==> src/rtl/riscv_pkg.sv <==
// ============================================================================
// riscv_pkg : shared types and constants for the writeback arbiter
// Rev 1.0
// ============================================================================
`default_nettype none

package riscv_pkg;

  typedef enum logic [0:0] {
    INIT = 1'b0,
    RUN  = 1'b1
  } wb_arb_state_e;

  localparam int STATS_CNT_W = 16;

endpackage

`default_nettype wire

==> src/rtl/rr_arbiter.sv <==
// ============================================================================
// rr_arbiter : combinational round-robin picker, search starts at ptr_i
// Rev 1.0
// ============================================================================
`default_nettype none

module rr_arbiter #(
  parameter int N     = 3,
  parameter int PTR_W = 2
) (
  input  logic [N-1:0]     req_i,
  input  logic [PTR_W-1:0] ptr_i,
  output logic [N-1:0]     gnt_o
);

  logic found;

  always_comb begin
    gnt_o = '0;
    found = 1'b0;
    for (int k = 0; k < N; k++) begin
      for (int i = 0; i < N; i++) begin
        if (!found && req_i[i] && (i == ((int'(ptr_i) + k) % N))) begin
          gnt_o[i] = 1'b1;
          found    = 1'b1;
        end
      end
    end
  end

endmodule

`default_nettype wire

==> src/rtl/regfile_wb_arbiter.sv <==
// ============================================================================
// regfile_wb_arbiter : clears x1..xN after reset, then arbitrates writebacks
// Optional WB_ARB_STATS_EN adds per-requester saturating grant counters.
// Rev 1.0
// ============================================================================
`default_nettype none

module regfile_wb_arbiter
  import riscv_pkg::*;
#(
  parameter int NUM_REQ    = 3,
  parameter int DATA_WIDTH = 32,
  parameter int ADDR_WIDTH = 5
) (
  input  logic                          clk_i,
  input  logic                          rst_ni,
  input  logic [NUM_REQ-1:0]            req_valid_i,
  input  logic [NUM_REQ*ADDR_WIDTH-1:0] req_addr_i,
  input  logic [NUM_REQ*DATA_WIDTH-1:0] req_data_i,
  output logic [NUM_REQ-1:0]            req_ready_o,
  input  logic                          flush_i,
  output logic                          wr_enable_o,
  output logic [ADDR_WIDTH-1:0]         wr_addr_o,
  output logic [DATA_WIDTH-1:0]         wr_data_o,
  output logic                          init_done_o
`ifdef WB_ARB_STATS_EN
  ,
  output logic [NUM_REQ*STATS_CNT_W-1:0] grant_cnt_o
`endif
);

  localparam int PTR_W = $clog2(NUM_REQ);

  wb_arb_state_e           state_q, state_d;
  logic [ADDR_WIDTH-1:0]   init_addr_q, init_addr_d;
  logic [PTR_W-1:0]        ptr_q, ptr_d;
  logic                    wr_en_q, wr_en_d;
  logic [ADDR_WIDTH-1:0]   wr_addr_q, wr_addr_d;
  logic [DATA_WIDTH-1:0]   wr_data_q, wr_data_d;
  logic                    init_done_q, init_done_d;

  logic [NUM_REQ-1:0]      arb_gnt;
  logic [NUM_REQ-1:0]      gnt;
  logic [ADDR_WIDTH-1:0]   sel_addr;
  logic [DATA_WIDTH-1:0]   sel_data;
  logic [PTR_W-1:0]        ptr_next;

  rr_arbiter #(
    .N     (NUM_REQ),
    .PTR_W (PTR_W)
  ) u_rr_arbiter (
    .req_i (req_valid_i),
    .ptr_i (ptr_q),
    .gnt_o (arb_gnt)
  );

  always_comb begin
    gnt = '0;
    if (state_q == RUN && !flush_i) begin
      gnt = arb_gnt;
    end
  end

  assign req_ready_o = gnt;

  // Mux the winner's payload and the pointer slot just past it
  always_comb begin
    sel_addr = '0;
    sel_data = '0;
    ptr_next = ptr_q;
    for (int i = 0; i < NUM_REQ; i++) begin
      if (gnt[i]) begin
        sel_addr = req_addr_i[i*ADDR_WIDTH +: ADDR_WIDTH];
        sel_data = req_data_i[i*DATA_WIDTH +: DATA_WIDTH];
        ptr_next = (i == NUM_REQ - 1) ? '0 : PTR_W'(i + 1);
      end
    end
  end

  always_comb begin
    state_d     = state_q;
    init_addr_d = init_addr_q;
    ptr_d       = ptr_q;
    wr_en_d     = 1'b0;
    wr_addr_d   = wr_addr_q;
    wr_data_d   = wr_data_q;
    init_done_d = init_done_q;
    case (state_q)
      INIT: begin
        wr_en_d     = 1'b1;
        wr_addr_d   = init_addr_q;
        wr_data_d   = '0;
        init_addr_d = init_addr_q + ADDR_WIDTH'(1);
        if (init_addr_q == '1) begin
          state_d = RUN;
        end
      end
      RUN: begin
        init_done_d = 1'b1;
        if (|gnt) begin
          ptr_d = ptr_next;
          // x0 is hardwired zero: accept the handshake but suppress the write
          if (sel_addr != '0) begin
            wr_en_d   = 1'b1;
            wr_addr_d = sel_addr;
            wr_data_d = sel_data;
          end
        end
      end
      default: state_d = INIT;
    endcase
  end

  always_ff @(posedge clk_i) begin
    if (!rst_ni) begin
      state_q     <= INIT;
      init_addr_q <= ADDR_WIDTH'(1);
      ptr_q       <= '0;
      wr_en_q     <= 1'b0;
      wr_addr_q   <= '0;
      wr_data_q   <= '0;
      init_done_q <= 1'b0;
    end else begin
      state_q     <= state_d;
      init_addr_q <= init_addr_d;
      ptr_q       <= ptr_d;
      wr_en_q     <= wr_en_d;
      wr_addr_q   <= wr_addr_d;
      wr_data_q   <= wr_data_d;
      init_done_q <= init_done_d;
    end
  end

  assign wr_enable_o = wr_en_q;
  assign wr_addr_o   = wr_addr_q;
  assign wr_data_o   = wr_data_q;
  assign init_done_o = init_done_q;

`ifdef WB_ARB_STATS_EN
  logic [STATS_CNT_W-1:0] cnt_q [NUM_REQ];
  logic [STATS_CNT_W-1:0] cnt_d [NUM_REQ];

  always_comb begin
    for (int i = 0; i < NUM_REQ; i++) begin
      cnt_d[i] = cnt_q[i];
      if (gnt[i] && (cnt_q[i] != '1)) begin
        cnt_d[i] = cnt_q[i] + STATS_CNT_W'(1);
      end
    end
  end

  always_ff @(posedge clk_i) begin
    for (int i = 0; i < NUM_REQ; i++) begin
      if (!rst_ni) begin
        cnt_q[i] <= '0;
      end else begin
        cnt_q[i] <= cnt_d[i];
      end
    end
  end

  for (genvar gi = 0; gi < NUM_REQ; gi++) begin : g_cnt_out
    assign grant_cnt_o[gi*STATS_CNT_W +: STATS_CNT_W] = cnt_q[gi];
  end
`endif

endmodule

`default_nettype wire

==> config.mk <==
export PLATFORM = sky130hd
export DESIGN_NAME = regfile_wb_arbiter
export DESIGN_NICKNAME = d
export VERILOG_FILES = /design/src/rtl/riscv_pkg.sv /design/src/rtl/rr_arbiter.sv /design/src/rtl/regfile_wb_arbiter.sv
export SDC_FILE = /design/constraint.sdc
export NUM_CORES = 1
export LEC_CHECK = 0
export CORE_ASPECT_RATIO = 1.4
export CORE_UTILIZATION = 35
export CTS_CLUSTER_DIAMETER = 40
export DETAILED_ROUTE_END_ITERATION = 10
export PLACE_DENSITY = 0.83
export SLEW_MARGIN = 15
export SYNTH_ARGS = -nofsm -noshare
export SYNTH_HDL_FRONTEND = slang
export SYNTH_SLANG_ARGS = --single-unit
==> constraint.sdc <==
create_clock -name clk_i -period 2.5 [get_ports clk_i]
set_input_delay 0.5 -clock clk_i [delete_from_list [all_inputs] [get_ports clk_i]]
set_output_delay 0.5 -clock clk_i [all_outputs]
set_load 0.02 [all_outputs]
# Word level (Yosys, flattened, before mapping)
# Index checks and enable logic that the tools add are counted.
# W data, S select, Z words.
[word_totals] n_memories=0 word_cells=95 mem_bits_ro=0 reg_bits=47 output_inout_bits=42 ram_bits=0 latchBits=0 in_bits=117
[classes] eq_ne=9 n_addsub=3 reduce_logical=35 bitwise_logic=1 multipliers=0 mux=37 n_div=3 order_cmp=0 shift=0
[ops] op="$mux W32" count=5
[ops] op="$eq A2 B32 Y1 const A" count=3
[ops] op="$eq A3 B32 Y1 const A" count=3
[ops] op="$logic_not A32 Y1" count=3
[ops] op="$mod A32 B3 Y32 const B" count=2
[ops] op="$pmux W32 S2" count=1
[ops] op="$mod A3 B3 Y32 const B" count=1
[ops] op="$mux W5" count=5
[ops] op="$mux W1" count=20
[ops] op="$logic_and A1 B1 Y1" count=18
[ops] op="$pmux W5 S2" count=1
[ops] op="$logic_not A1 Y1" count=9
[ops] op="$mux W2" count=3
[ops] op="$add A5 B1 Y5 const B" count=1
[ops] op="$eq A5 B5 Y1 const B" count=1
[ops] op="$reduce_bool A5 Y1" count=1
[ops] op="$ne A2 B1 Y1 const B" count=2
[ops] op="$add A2 B1 Y3 const B" count=1
[ops] op="$add A2 B2 Y3 const B" count=1
[ops] op="$mux W3" count=1
[ops] op="$reduce_and A3 Y1" count=1
[ops] op="$reduce_bool A3 Y1" count=1
[ops] op="$reduce_or A3 Y1" count=1
[ops] op="$pmux W1 S2" count=1
[ops] op="2 further kinds" count=2

# Depth between registers and ports, before layout
[depth] word_depth=44 mapped_depth=10 depth_no_buf=8

# Hierarchy
# A second synthesis with hierarchy kept.
[unflattened] hier_cells=404 area_unflattened_um2=3088.0
[modules_own_cells] mod="regfile_wb_arbiter" n_inst=1 cells_each=389 seq_area_each_um2=940.9 area_per_inst_um2=2967.8
[modules_own_cells] mod="rr_arbiter" n_inst=1 cells_each=15 seq_area_each_um2=0.0 area_per_inst_um2=120.1

# Worst setup path before layout
# OpenSTA, ideal clock, no wires.
[synth_timing] kind="reg2reg" from="register ptr_q[0]" to="register wr_data_q[1], in the netlist wr_data_o[1]" n_path_buf=2 synth_period_minus_slack_ns=2.487 setup_slack_ns=0.013 setup_time_ns=0.072 t_required_ns=2.428 path_stages_with_launch=11 t_arrival_ns=2.415 cell_sequence="dfxtp_1 inv_1 ha_1 a21bo_1 a211o_1 or3_1 o311a_1 nor4_2 buf_6 buf_12 mux2i_1"
[synth_via] elab_chain_len=41 elab_cells_between_ends=70 cone_classes="2 x add/sub; 3 x div; 8 x eq/ne; 26 x mux; 31 x reduce/logical"
[synth_lines] item="from (decl)" line_no="regfile_wb_arbiter.sv:36" text="logic [PTR_W-1:0] ptr_q, ptr_d;"
[synth_lines] item="from (signal assigned)" line_no="regfile_wb_arbiter.sv:126" text="ptr_q <= ptr_d;"
[synth_lines] item="branches (longest 36 deep; another with $mod A32 B3 Y32)"
[synth_lines] item="$mux W3 *" line_no="regfile_wb_arbiter.sv:59" text="if (state_q == RUN && !flush_i) begin"
[synth_lines] item="$mux W5 or $mux W32 (tied branches)" line_no="regfile_wb_arbiter.sv:72" text="if (gnt[i]) begin"
[synth_lines] item="$reduce_bool A5 Y1 or $mux W32 (tied branches)" line_no="regfile_wb_arbiter.sv:103" text="if (sel_addr != '0) begin"
[synth_lines] item="$ne A2 B1 Y1 (no line) or $mux W32 (tied branches)"
[synth_lines] item="$reduce_and A2 Y1 (no line) or $pmux W32 S2 (tied branches)"
[synth_lines] item="to (signal assigned)" line_no="regfile_wb_arbiter.sv:129" text="wr_data_q <= wr_data_d;"
[synth_lines] item="to (decl)" line_no="regfile_wb_arbiter.sv:39" text="logic [DATA_WIDTH-1:0] wr_data_q, wr_data_d;"
# Mark *: on every way between the ends. The select of a mux whose other input is x is not followed.
# A chain may end at the register's enable or synchronous reset.

# Worst setup path after layout
[layout_timing] from="input req_valid_i[1]" to="register wr_addr_q[4], in the netlist wr_addr_o[4]"
[layout_via] elab_chain_len=36 elab_cells_between_ends=50 cone_classes="2 x eq/ne; 22 x mux; 26 x reduce/logical"
[layout_lines] item="from (decl)" line_no="regfile_wb_arbiter.sv:17" text="input logic [NUM_REQ-1:0] req_valid_i,"
[layout_lines] item="$logic_and A1 B1 Y1 (2 in series)" line_no="rr_arbiter.sv:23" text="if (!found && req_i[i] && (i == ((int'(ptr_i) + k) % N))) begin"
[layout_lines] item="$mux W1" line_no="rr_arbiter.sv:23"
[layout_lines] item="$logic_not A1 Y1" line_no="rr_arbiter.sv:23"
[layout_lines] item="$logic_and A1 B1 Y1 (2 in series)" line_no="rr_arbiter.sv:23"
[layout_lines] item="$mux W1" line_no="rr_arbiter.sv:23"
[layout_lines] item="$logic_not A1 Y1" line_no="rr_arbiter.sv:23"
[layout_lines] item="$logic_and A1 B1 Y1 (2 in series)" line_no="rr_arbiter.sv:23"
[layout_lines] item="$mux W1" line_no="rr_arbiter.sv:23"
[layout_lines] item="(+16 left out)"
[layout_lines] item="$logic_not A1 Y1" line_no="rr_arbiter.sv:23"
[layout_lines] item="$logic_and A1 B1 Y1 (2 in series)" line_no="rr_arbiter.sv:23"
[layout_lines] item="$mux W1" line_no="rr_arbiter.sv:23"
[layout_lines] item="$mux W3 *" line_no="regfile_wb_arbiter.sv:59"
[layout_lines] item="$mux W5" line_no="regfile_wb_arbiter.sv:72"
[layout_lines] item="$reduce_bool A5 Y1 or $mux W5 (tied branches)" line_no="regfile_wb_arbiter.sv:103"
[layout_lines] item="$ne A2 B1 Y1 (no line) or $mux W5 (tied branches)"
[layout_lines] item="$reduce_and A2 Y1 (no line) or $pmux W5 S2 (tied branches)"
[layout_lines] item="to (signal assigned)" line_no="regfile_wb_arbiter.sv:128" text="wr_addr_q <= wr_addr_d;"
[layout_lines] item="to (decl)" line_no="regfile_wb_arbiter.sv:38" text="logic [ADDR_WIDTH-1:0] wr_addr_q, wr_addr_d;"
# Every way passes the cells marked *; elsewhere a longest branch is shown, timed or not. The select of a mux whose other input is x is not followed.

==> metrics <==
final number of max-transition violations=0; element type at the critical path end=flop; Pwr Density=303 nW/um^2; worst path bufs/invs=5; CTS Buf Count=5; Final Util=65.2%; delay-heaviest family, CP=buffers and inverters; largest stage delay on the critical path=0.42 ns; wire length per cell=16.2 microns; synth unique cells=48; RR Startpoint=ptr_q[0]$_SDFFE_PN0P_; worst slack, placed=-0.413 ns; Worst-Skew Late Latency=0.29 ns; Yosys top cell area share=32.8%; Port Buf Inserts=158; die width=78.6 microns; Seq cells post-synth=47; number of global-route vias before repair=3113; total clock sinks=47; share of cells above drive strength 1=14.3%; crit-path cells=clkdlybuf4s50_1, nand2b_1, a211o_1, buf_6, a21bo_1, a21oi_2, nor4_4, buf_4, buf_12, clkbuf_16, a22o_1; CTS tree=built; CTS hold repair buffers=0; WP data required=2.69 ns; Iter 0 DRT Violations=182; GPL Wtd Cong=0.950; type of origin of the critical path=input port; final non-filler cell total=604; Peak VDD IR=0.000237 V; placed insts=579; Core Region=7850 sq um; design area=5120 sq um; DRC Markers=0; initial antenna violation count=0; Max Cap Violations=0; pin count of the biggest net entering global routing=46; Placed Area=4670 sq um; gr usage total=21.1%; CTS H-tree depth=2; Setup Viol. Count Final=0; first-pass GRT wire length=14400 microns; reg-to-reg slack, setup=0.01 ns; fraction of the yosys area taken by sequential cells=32.8%; # diodes=0; Ports=159; CP Launch Point=req_valid_i[1]; HP Start=init_done_o$_SDFFE_PN0P_; global route total overflow=0; syn_area_per_cell=8.92 sq um; hold crit path type=reg2reg; Storage cell area=945 sq um; Mapped Cells=322; number of core rows=38; Area Growth Syn to Fin=78.2%; post-synth net total=443; power consumption=1.55 mW; asr flop ratio synth=0%; crit path time final=2.50 ns; Worst-Margin Slew=0.625 ns; Initial Util=36.6%; Worst slew margin=58.3%; post-DR vias/cell=5.35; dpl hpwl=6560 microns; EDFF count, synth=0; multi-input logic area=1840 sq um; period utilization=100%; yosys warns=0; LEAKAGE=2.14 nW; fmax=0.400 GHz; Die ar.=8580 sq um; crit path max fanout=4; Root Buffer=clkbuf_8; fillers=619; Setup Skew=0.00355 ns; RSZ-0062 raised after global routing=yes; cell area after synthesis=2870 sq um; Bufs on Longest Clock Path=2; WP data arrival=2.69 ns; NumNets Final=624; run status=finished clean; final setup margin=0.00000600 ns; top_reg_cell synth=dfxtp_1; top area cells in the synthesized netlist=dfxtp_1 (33%), mux2i_1 (12%), a221o_1 (12%); final hold vios=0; area leader, netlist=dfxtp_1; antenna-violating nets left=0; DRT Pass-1 Iters=5; Clk pin slew, worst setup/hold paths=0.09 ns; Total Routed Length=9810 microns; Die H=109 microns; Slowest-stage cell, CP=clkdlybuf4s50_1; critical path class=in2reg; via count=3233
worst reg2reg max path: stages, from the launching register on:
cell and delay, ns:
dfxtp_2 0.35, inv_2 0.06, ha_4 0.28, buf_6 0.10, nor3_4 0.04, a211o_1 0.30, or3_1 0.32, o311a_1 0.18
nor4_4 0.20, buf_4 0.20, buf_12 0.12, buf_16 0.12, mux2i_1 0.17
synth_stat cells, types with 2 or more instances:
| library cell | instances |
|---|---|
| nor2_1 | 2 |
| xnor2_1 | 2 |
| nand2_1 | 38 |
| o2bb2ai_1 | 3 |
| dfxtp_1 | 47 |
| mux2i_1 | 34 |
| ha_1 | 4 |
| o21ai_0 | 2 |
| a21bo_1 | 2 |
| and3_1 | 5 |
| inv_1 | 7 |
| nor2b_1 | 3 |
| nor3_1 | 2 |
| a22o_1 | 4 |
| nand4_1 | 2 |
| o21a_1 | 4 |
| a21oi_1 | 4 |
| clkbuf_1 | 22 |
| and2_1 | 38 |
| a211o_1 | 2 |
| nand3_1 | 32 |
| nand2b_1 | 2 |
| buf_12 | 3 |
| a221o_1 | 33 |
| a211oi_1 | 2 |
worst paths after layout:
path / endpoint / cells after the start
hold reg to reg: init_done_o$_SDFFE_PN0P_ / 1
setup reg to reg: wr_data_o[24]$_SDFFE_PN0P_ / 12
hold / removal: init_done_o$_SDFFE_PN0P_ / 1
setup / recovery: wr_addr_o[4]$_SDFFE_PN0P_ / 11
layout make-up:
cell class	count	area share (%)
Clock buffer	8	1.96
Inverter	7	0.513
Multi-Input combinational cell	241	36.0
Sequential cell	47	18.5
Tap cell	100	2.44
Timing Repair Buffer	201	40.6
through the flow:
stage	setup TNS, ns	hold slack, ns
final	0	0.466
after global routing	-2.22	0.498
after CTS	-0.423	0.470
after detailed placement	-15.01	0.450
after global placement	-13.64	0.450
after floorplan	0	0.508
report_power, final:
group / internal (mW) / switching, mW / total, mW / leakage [nW]
registers: 0.759 / 0.00978 / 0.769 / 0.382
clock network: 0.253 / 0.243 / 0.496 / 0.0515
logic: 0.202 / 0.0867 / 0.288 / 1.71
state kept, by name (all words and copies together), names as in the netlist:
register     flops
ptr_q            2
wr_enable_o      1
state_q          1
init_addr_q      5
init_done_o      1
wr_addr_o        5
wr_data_o       32
kinds of logic after synthesis:
family	count (synthesis)	synth area share (%)
flip-flops	47	32.8
AND/OR/NAND/NOR	129	23.8
adder cells (fa/ha/maj)	4	1.74
XOR/XNOR	3	0.915
AO/OA/AOI/OAI	71	22.5
multiplexers	34	11.9
buffers and inverters	34	6.45
placed cells by master (no fill, tap or decap), drive strengths merged, types with 2 or more instances in the layout:
master and instances:
dlygate4sd2 2, nor3 3, nand4 2, o2bb2ai 3
a211oi 3, a21bo 2, o21a 4, and2 38
clkdlybuf4s50 152, nand2 38, a221o 33, xnor2 2
nor2 2, o21ai 3, nor2b 3, clkbuf 14
nand3 32, dfxtp 47, a2111oi 2, mux2i 34
a211o 2, nand2b 3, and3 5, inv 7
buf 41, a21oi 5, a21boi 2, a22o 4
ha 4
metal layers:
layer	track usage (%)	vias up	part of all wire, %
li1	-	1559	-
met1	22.1	1506	36
met5	0	-	0
met4	5.69	0	2.2
met3	3.93	19	6.3
met2	42.0	149	55
what timing repair did:
action                                  in CTS  in global routing
pin swaps                                    2                  2
endpoints found under the setup margin      40                 40
gates cloned                                 4                  3
buffers inserted                             5                  5
gates resized for setup                     20                 14
Note: power is estimated with default switching activity, not from simulation.
